<file path="src/rtl/rr_arb_mux.sv">
// rr_arb_mux: registered N:1 valid/ready mux with an internal round-robin or
// fixed-priority arbiter that holds its grant until a packet's last beat.
module rr_arb_mux #(
  parameter int W    = 32,
  parameter int N    = 4,
  parameter int SELW = 2,
  parameter int MODE = 0
) (
  input  logic            clk,
  input  logic            reset,
  input  logic [N*W-1:0]  in_data,
  input  logic [N-1:0]    in_valid,
  input  logic [N-1:0]    in_last,
  output logic [N-1:0]    in_ready,
  output logic [W-1:0]    out_data,
  output logic [SELW-1:0] out_sel,
  output logic            out_last,
  output logic            out_valid,
  input  logic            out_ready
);
  typedef enum logic {ARB, LOCKED} state_t;
  state_t          r_state, w_state_nxt;
  logic [SELW-1:0] r_ptr, r_lock, w_grant, w_ptr_nxt, w_off;
  logic [SELW:0]   w_sum;
  logic [N-1:0]    w_rot;
  logic [W-1:0]    w_data;
  logic            w_any, w_gnt_vld, w_load, w_xfer, w_last;
  assign w_load = !out_valid || out_ready;
  // Rotate valids so the search always starts at bit 0; ptr stays 0 in fixed-priority mode.
  assign w_rot = N'({in_valid, in_valid} >> r_ptr);
  always_comb begin
    w_off = '0;
    w_any = 1'b0;
    for (int i = N - 1; i >= 0; i--)
      if (w_rot[i]) begin
        w_off = SELW'(i);
        w_any = 1'b1;
      end
    w_sum = {1'b0, r_ptr} + {1'b0, w_off};
    w_grant = (r_state == LOCKED) ? r_lock
            : SELW'((w_sum >= (SELW+1)'(N)) ? w_sum - (SELW+1)'(N) : w_sum);
    w_gnt_vld = (r_state == LOCKED) || w_any;
  end
  always_comb begin
    w_data = '0;
    w_last = 1'b0;
    in_ready = '0;
    for (int k = 0; k < N; k++)
      if (w_grant == SELW'(k)) begin
        w_data = in_data[k*W +: W];
        w_last = in_last[k];
        in_ready[k] = w_load && w_gnt_vld && !reset;
      end
  end
  assign w_xfer = |(in_valid & in_ready);
  always_comb begin
    w_state_nxt = r_state;
    w_ptr_nxt = r_ptr;
    if (w_xfer) begin
      w_state_nxt = w_last ? ARB : LOCKED;
      if (w_last && MODE == 0) w_ptr_nxt = (w_grant == SELW'(N - 1)) ? '0 : w_grant + 1'b1;
    end
  end
  always_ff @(posedge clk or posedge reset)
    if (reset) begin
      r_state <= ARB;
      r_ptr <= '0;
      r_lock <= '0;
      out_valid <= 1'b0;
      out_data <= '0;
      out_sel <= '0;
      out_last <= 1'b0;
    end else begin
      r_state <= w_state_nxt;
      r_ptr <= w_ptr_nxt;
      if (w_load) out_valid <= w_xfer;
      if (w_xfer) begin
        r_lock <= w_grant;
        out_data <= w_data;
        out_sel <= w_grant;
        out_last <= w_last;
      end
    end
endmodule

</file>
<file path="config.mk">
export PLATFORM = sky130hd
export DESIGN_NAME = rr_arb_mux
export DESIGN_NICKNAME = d
export VERILOG_FILES = /design/src/rtl/rr_arb_mux.sv
export SDC_FILE = /design/constraint.sdc
export NUM_CORES = 1
export LEC_CHECK = 0
export ABC_AREA = 1
export CORE_MARGIN = 3
export CORE_UTILIZATION = 38
export DETAILED_ROUTE_END_ITERATION = 8
export HOLD_SLACK_MARGIN = 0.12
export PLACE_DENSITY = 0.88
export SKIP_LAST_GASP = 1
export SYNTH_ARGS = -nofsm -noshare
export SYNTH_HDL_FRONTEND = slang
export SYNTH_SLANG_ARGS = --single-unit
</file>
<file path="constraint.sdc">
create_clock -name clk -period 12.9 [get_ports clk]
set_input_delay 3.87 -clock clk [delete_from_list [all_inputs] [get_ports clk]]
set_output_delay 3.87 -clock clk [all_outputs]
set_load 0.05 [all_outputs]
</file>
* Word-level counts from Yosys, hierarchy flattened
Cells that the tools add are included.
** Storage, ports and cells
- Latch bits :: 0
- Bits in writable memories :: 0
- Logic and storage cells :: 48
- Bits of input ports :: 139
- Memories kept :: 0
- Memory bits (read-only) :: 0
- Flip-flop bits (word level) :: 39
** Cells by class
- Add/subtract/negate cells :: 3
- Equal/unequal tests :: 3
- Mux-type cells :: 24
- $mul :: 0
- Div/mod/pow operators :: 0
- Bitwise logic cells :: 1
- Magnitude comparators :: 1
- Shift operators :: 1
- Reduce and logical (&&, ||, !) cells :: 9
** Operators with widths (count)
- 32-bit 2-to-1 mux :: 4
- 2-bit 2-to-1 mux :: 7
- 1-bit 2-to-1 mux :: 13
- 8-bit by 2-bit >> shifter with 4-bit output :: 1
- 4-bit AND :: 1
- 2-bit == test (second input constant) :: 2
- 4-bit OR reduction :: 1
- 2-bit by 2-bit adder with 3-bit output :: 1
- 3-bit greater-or-equal comparator (second input constant) :: 1
- 2-bit by 1-bit adder with 2-bit output (second input constant) :: 1
- 2-bit by 1-bit == test with 1-bit output (second input constant) :: 1
- 1-bit logical AND :: 2
- 1-bit logical NOT :: 2
- 2-bit logical NOT :: 1
- 1-bit logical OR :: 2
- 2-bit AND reduction :: 1
- 2-bit by 1-bit subtractor with 2-bit output (second input constant) :: 1

* Depth between registers and ports, before layout
Gate-level depths: netlist of run 1.
- Word-level depth :: 15
- Depth in mapped cells :: 19
- Mapped depth without buffers :: 19

* Worst setup path after synthesis of run 1
Ideal clock, no wire load.
- Path type :: in2out
- Start point :: input port in_valid[1]
- End point :: output port in_ready[2]
- Stages :: 14
- Slack :: 2674 ps
- Data arrival time :: 6356 ps
- Cells stage by stage :: nand2_1 -> nand3_1 -> nand2_1 -> nand3_1 -> a21boi_0 -> ha_1 -> xnor2_1 -> xor2_1 -> a21oi_1 -> ha_1 -> clkbuf_1 -> clkinv_1 -> clkbuf_1 -> nor2_1
** Between the ends
- Longest elaborated chain between the ends :: 11
- Elaborated cells on any way between the ends :: 19
- Those cells by class :: add/sub (2); order compare (1); eq/ne (1); shift (1); mux (11); reduce/logical (3)
** Ends and longest elaborated chain
- from (decl) :: line 12 : input logic [N-1:0] in_valid,
- 8-bit by 2-bit >> shifter with 4-bit output * :: line 30 : assign w_rot = N'({in_valid, in_valid} >> r_ptr);
- 2-bit 2-to-1 mux (3 in a row) :: line 35 : if (w_rot[i]) begin
- 2-bit 2-to-1 mux * :: line 35
- 2-bit by 2-bit adder with 3-bit output * :: line 39 : w_sum = {1'b0, r_ptr} + {1'b0, w_off};
- 3-bit greater-or-equal comparator / 2-bit by 1-bit subtractor with 2-bit output (equally long branches) :: line 41 : : SELW'((w_sum >= (SELW+1)'(N)) ? w_sum - (SELW+1)'(N) : w_sum);
- 2-bit 2-to-1 mux * :: line 41
- 2-bit 2-to-1 mux * :: line 40 : w_grant = (r_state == LOCKED) ? r_lock
- net w_grant[1] :: line 23 : logic [SELW-1:0] r_ptr, r_lock, w_grant, w_ptr_nxt, w_off;
- 2-bit == test * :: line 49 : if (w_grant == SELW'(k)) begin
- 1-bit 2-to-1 mux * :: line 49
- to (decl) :: line 14 : output logic [N-1:0] in_ready,
The timed path passes the listed nets; every way through them passes the cells marked *.

* Worst setup path in the final report of run 1
- Start point :: input port in_valid[2]
- End point :: output port in_ready[3]
The elaborated chain is that of the path after synthesis.

==> impl_metrics.csv, run 1 <==
group,metric,value,unit
timing,clock.fmax,93.2,MHz
logic_synthesis,synth_area_leaders,"dfrtp_1, o21ai_0, a221oi_1",
pwr,p_sw_share,56.9,%
floorplan,die_w,88.4,um
setup_path,critPathBufInv,3,
layout,n_antenna_cell,0,
pwr,peakVddDrop,209,uV
logic_synthesis,synthArstFlopShare,100,%
pwr,p_seq_share,15.0,%
pwr,power_density,335,nW/um^2
logic_synthesis,syn_avg_cell_area,7.39,um^2
logic_synthesis,synth_area,2580,um^2
global_route,antenna_found_initial,0,
clock_tree,clock_sinks,39,
pwr,clkPwrFrac,5.7,%
global_route,grt_start_max_net_pins,73,
timing,post-route-worst-setup-slack,2.17,ns
layout,nets,655,
clock_tree,numCtsBuffers,5,
status,outcome,"finished clean",
timing,skew,0.00565,ns
setup_path,cpPeakStageDelay,0.81,ns
layout,final_common_cell,"clkdlybuf4s50_1",
clock_tree,worstSkewPairLatency,0.29,ns
drt,dr.pass1.iters,4,
global_route,grt_first_pass_wirelength,14300,um
clock_tree,htreeDepth,2,
clock_tree,cts_tree,"yes",
clock_tree,cts_resized,0,
setup_path,slowest_stage,"clkdlybuf4s50_1",
logic_synthesis,synthCells,349,
drt,wl,9210,um
floorplan,rows,29,
drt,ant_nets,0,
setup_path,end_kind,"primary output",
pwr,p_leak,1.83,nW
clock_tree,hold_buffers,0,
layout,drive_gt1_share,3.72,%
timing,tns,0,ns
timing,rsz0062_at_grt,"no",
timing,setup_violations,0,
pwr,netSwitchingPower,0.000848,W
logic_synthesis,ys_types,22,
drt,drt_first_iter_violations,130,
drt,vias,3197,
floorplan,ios,179,
logic_synthesis,ys_warn_count,0,
floorplan,die_h,88.4,um
setup_path,crit_chain,"clkdlybuf4s50_1 > nand2_1 > nand3_1 > nand3_1 > a21boi_0 > ha_1 > xnor2_1 > xor2_1 > a21oi_1 > ha_1 > inv_1 > nor2_1 > clkdlybuf4s50_1",
clock_tree,path_clk_slew,0.08,ns
drt,vias_per_cell,5.44,
placement,dp_slack,2.23,ns
floorplan,dieArea,7810,um^2
pwr,p_comb_share,79.3,%
placement,port_buffers,178,
logic_synthesis,yosysSeqAreaShare,37.8,%
logic_synthesis,synth_nets,493,
flow_run,max-cap-violations,0,
global_route,gr-total-overflow,0,
layout,final_cell_mix,"clkdlybuf4s50_1, o21ai_0, nand2_1",
setup_path,crit_fanout,3,
layout,area_delta_synth_final,72.3,%
logic_synthesis,synth_top_area_cell,"dfrtp_1",
setup_path,reg2reg_slack,8.65,ns
pwr,internal_power,0.000641,W
timing,tightest_slew,0.790,ns
placement,gp_congestion,0.929,
floorplan,initial_core_util,39.9,%
setup_path,critPathArrivalTime,6.86,ns
setup_path,worstPathRequired,9.03,ns
timing,slew_headroom,47.3,%
logic_synthesis,synth_edf_count,0,
setup_path,crit_path_start_kind,"input pin",
timing,timing.final.max_slew_violations,0,
timing,fin_crit_sh,83.1,%
floorplan,core_area,6460,um^2
clock_tree,cts_max_path_buffers,2,
global_route,grt_pass1_vias,3056,
logic_synthesis,ys_seq_elements,39,
placement,place_hpwl,7000,um
timing,hold_violations,0,
hold_path,worstHoldPathType,"flip-flop to flip-flop",
timing,min_period,10.73,ns
logic_synthesis,synth.top_cell.area_share,37.8,%
global_route,grt_usage,23.5,%
clock_tree,clock-root-buffer,"clkbuf_8",
drt,drcViolationCount,0,
setup_path,critPathTopFamily,"buffers and inverters",
setup_path,crit_type,"input pin to primary output",
logic_synthesis,synth_ff_type,"dfrtp_1",
clock_tree,post-cts-setup-buffers,0,
drt,wl_per_cell,15.7,um
==> synthesized netlist by cell type (4+ instances only) <==
library cell   n
clkbuf_1      21
dfrtp_1       39
buf_6          4
nand2_1       62
inv_1         13
nand3_1       11
o21ai_1       15
a221oi_1      33
ha_1           5
o21ai_0       88
nor2_1        40
nand4_1        4
==> worst register-to-register path, delay by kind of cell, from the launching register on <==
kind                       cells  cell delay, ns
AOI/OAI and AO/OA              5            1.23
xor gates and xnor gates       2            0.25
adders and majority gates      2            0.41
buffers and inverters          4            0.86
DFF                            1            0.48
and+or+nand+nor                7            0.91
==> routing by layer <==
layer  part of all wire, %  up-vias  track usage (%)
met4                   2.8        0             9.07
li1                      -     1558                -
met3                   7.1       23             5.96
met5                     0        -                0
met1                    37     1472             27.0
met2                    53      144             41.9
==> sequential cells by signal (all words and copies together), names as in the netlist <==
signal / flops
out_last: 1
out_valid: 1
out_data: 32
r_state: 1
r_lock: 2
r_ptr: 2
==> metrics by stage <==
step	cells	cell area [um^2]	util (%)	hold WS [ns]	power (W)
after floorplan	349	2580	-	0.509	0.00109
after global placement	581	4350	67.4	0.465	0.00138
after detailed placement	581	4350	67.4	0.472	0.00141
after CTS	588	4440	68.8	0.490	0.00150
after global routing	588	4440	68.8	0.522	0.00164
final	588	4440	68.8	0.485	0.00149
==> layout make-up <==
cell class              instances  area [um^2]
clock buffers                   6         82.6
clock inverters                 1         8.76
fillers                       542         2010
inverters                      15         56.3
multi-input cells             266         1400
flip-flops and latches         39          976
well taps                      77         96.3
repair buffers                184         1820
==> power groups by stage <==
stage               sequential (W)   clock, W  combinational [W]
floorplan                 0.000396          0           0.000697
global placement          0.000221          0            0.00116
detailed placement        0.000225          0            0.00119
CTS                       0.000223  0.0000878            0.00119
global route              0.000231  0.0000937            0.00131
finish                    0.000223  0.0000846            0.00118
==> cells by family (layout without fill, tap and decap cells) <==
group,Yosys count,in the layout,share of synthesized area (%)
buf+inv,44,206,7.96
fa+ha+maj,5,5,2.43
xor+xnor,2,2,0.679
flops,39,39,37.8
compound gates,139,139,31.9
simple gates,120,120,19.2
==> final timing paths <==
check	startpoint	end	cells past startpoint
max	in_valid[2]	in_ready[3]	13
min	out_data[10]	out_data[10]	2
max reg2reg	r_ptr[0]	r_ptr[1]	20
min reg2reg	out_data[10]	out_data[10]	2
max in group asynchronous	reset	out_data[21]	3
min in group asynchronous	reset	out_valid	3
(Power assumes the default switching activity.)
==> run 2: changes to the inputs <==
CORE_UTILIZATION = 32   (was 38)
PLACE_DENSITY = 0.79   (was 0.88)
clock period = 9.3 ns   (was 12.9 ns; I/O delays follow)
==> impl_metrics.csv, run 2 (synthesis results as in run 1) <==
group,metric,value,unit
status,outcome,"finished clean",
clock_tree,clock_sinks,39,
drt,vias_per_cell,5.17,
clock_tree,hold_buffers,0,
layout,drive_gt1_share,3.73,%
drt,dr.pass1.iters,4,
clock_tree,cts_resized,0,
timing,hold_violations,0,
global_route,gr-total-overflow,0,
layout,nets,654,
pwr,peakVddDrop,229,uV
pwr,total_power,0.00207,W
layout,top_regs,"out_data x32, r_lock x2, r_ptr x2",
setup_path,end_kind,"primary output",
setup_path,crit_fanout,3,
placement,gp_congestion,0.856,
timing,slew_headroom,45.6,%
placement,place_hpwl,7040,um
setup_path,worstPathRequired,6.51,ns
hold_path,worstHoldPathType,"flip-flop to flip-flop",
timing,tns,0,ns
floorplan,core_area,7770,um^2
clock_tree,numCtsBuffers,5,
floorplan,rows,32,
setup_path,crit_path_start_kind,"input pin",
timing,min_period,8.48,ns
clock_tree,htreeDepth,2,
global_route,grt_start_max_net_pins,73,
timing,timing.final.max_slew_violations,0,
flow_run,max-cap-violations,0,
global_route,grt_first_pass_wirelength,14900,um
setup_path,critPathArrivalTime,5.69,ns
timing,rsz0062_at_grt,"no",
layout,n_antenna_cell,0,
drt,ant_nets,0,
pwr,power_density,464,nW/um^2
timing,tightest_slew,0.814,ns
floorplan,die_h,95.8,um
clock_tree,path_clk_slew,0.07,ns
pwr,p_leak,1.83,nW
drt,vias,3156,
setup_path,cpPeakStageDelay,0.69,ns
floorplan,die_w,95.8,um
timing,setup_violations,0,
clock_tree,worstSkewPairLatency,0.28,ns
setup_path,crit_chain,"clkdlybuf4s50_1 > nand2_1 > nand3_1 > nand2_1 > nand3_1 > a21boi_0 > ha_1 > xnor2_1 > xor2_1 > a21oi_1 > inv_1 > ha_1 > inv_1 > nor2_1 > clkdlybuf4s50_1",
layout,final_cell_mix,"clkdlybuf4s50_1, o21ai_0, nand2_1",
floorplan,ios,179,
layout,largest_reg_flops,32,
global_route,antenna_found_initial,0,
global_route,grt_usage,20.8,%
drt,drt_first_iter_violations,121,
setup_path,critPathTopFamily,"buffers and inverters",
global_route,grt_pass1_vias,3110,
setup_path,reg2reg_slack,4.88,ns
setup_path,critPathBufInv,4,
timing,fin_crit_sh,91.2,%
drt,wl,9450,um
clock_tree,clock-root-buffer,"clkbuf_8",
layout,area_delta_synth_final,73.3,%
clock_tree,cts_tree,"yes",
floorplan,initial_core_util,33.2,%
clock_tree,cts_max_path_buffers,2,
drt,drcViolationCount,0,
floorplan,dieArea,9170,um^2
layout,final_common_cell,"clkdlybuf4s50_1",
clock_tree,post-cts-setup-buffers,0,
placement,port_buffers,178,
setup_path,slowest_stage,"clkdlybuf4s50_1",
layout,nFillCells,735,
layout,regMostFlops,"out_data",
setup_path,crit_type,"input pin to primary output",
timing,clock.fmax,118,MHz
drt,wl_per_cell,15.5,um
timing,skew,0.00566,ns
==> run 2: cell count changes in the layout (fill, tap and decap cells not counted), sizes merged <==
cell           previous run  this run
buf                       7         8
clkdlybuf4s50           177       175
clkinv                    2         1
==> run 2: path summary, 6_finish.rpt <==
check                           cells past startpoint      endpoint         start
worst max-delay path                               15   in_ready[0]   in_valid[1]
worst min-delay path                                2  out_data[12]  out_data[12]
worst max register to register                     20      r_ptr[0]      r_ptr[0]
worst min register to register                      2  out_data[12]  out_data[12]
max in group asynchronous                           2  out_data[21]         reset
min in group asynchronous                           2     out_valid         reset
==> run 2: layout make-up <==
cell class	instances	area, um^2	share of cell area, %
Timing Repair Buffer	183	1840	41.1
Multi-Input combinational cell	266	1400	31.3
Sequential cell	39	976	21.8
Tap cell	102	128	2.86
Clock buffer	6	72.6	1.62
Inverter	15	56.3	1.26
==> run 2: metal layers <==
layer  wire length, um  up-vias  GRT usage (%)
li1                  -     1555              -
met5                 0        -              0
met2              4890      125           38.7
met4               144        0           5.21
met1              3670     1462           22.9
met3               751       14           6.18
==> run 2: tightest hold or removal path, cell delays in order (launching register included) <==
cell and delay (ns):
dfrtp_1 0.34, nand2_1 0.05, o21ai_0 0.06
==> run 2: power breakdown <==
part | internal, W | switching, W | total [W]
Combinational | 0.000581 | 0.00108 | 0.00166
Clock | 0.0000500 | 0.0000536 | 0.000104
Sequential | 0.000259 | 0.0000495 | 0.000308
Total | 0.000890 | 0.00118 | 0.00207
==> run 2: stage by stage <==
step / instances / util (%) / hold slack (ns) / setup slack, ns / instance area (um^2)
after floorplan: 349 / - / 0.509 / 1.23 / 2580
after global placement: 605 / 56.6 / 0.464 / 0.962 / 4400
after detailed placement: 605 / 56.6 / 0.472 / 0.860 / 4400
after CTS: 611 / 57.5 / 0.490 / 0.848 / 4470
after global routing: 611 / 57.5 / 0.509 / 0.548 / 4470
final: 611 / 57.5 / 0.483 / 0.816 / 4470
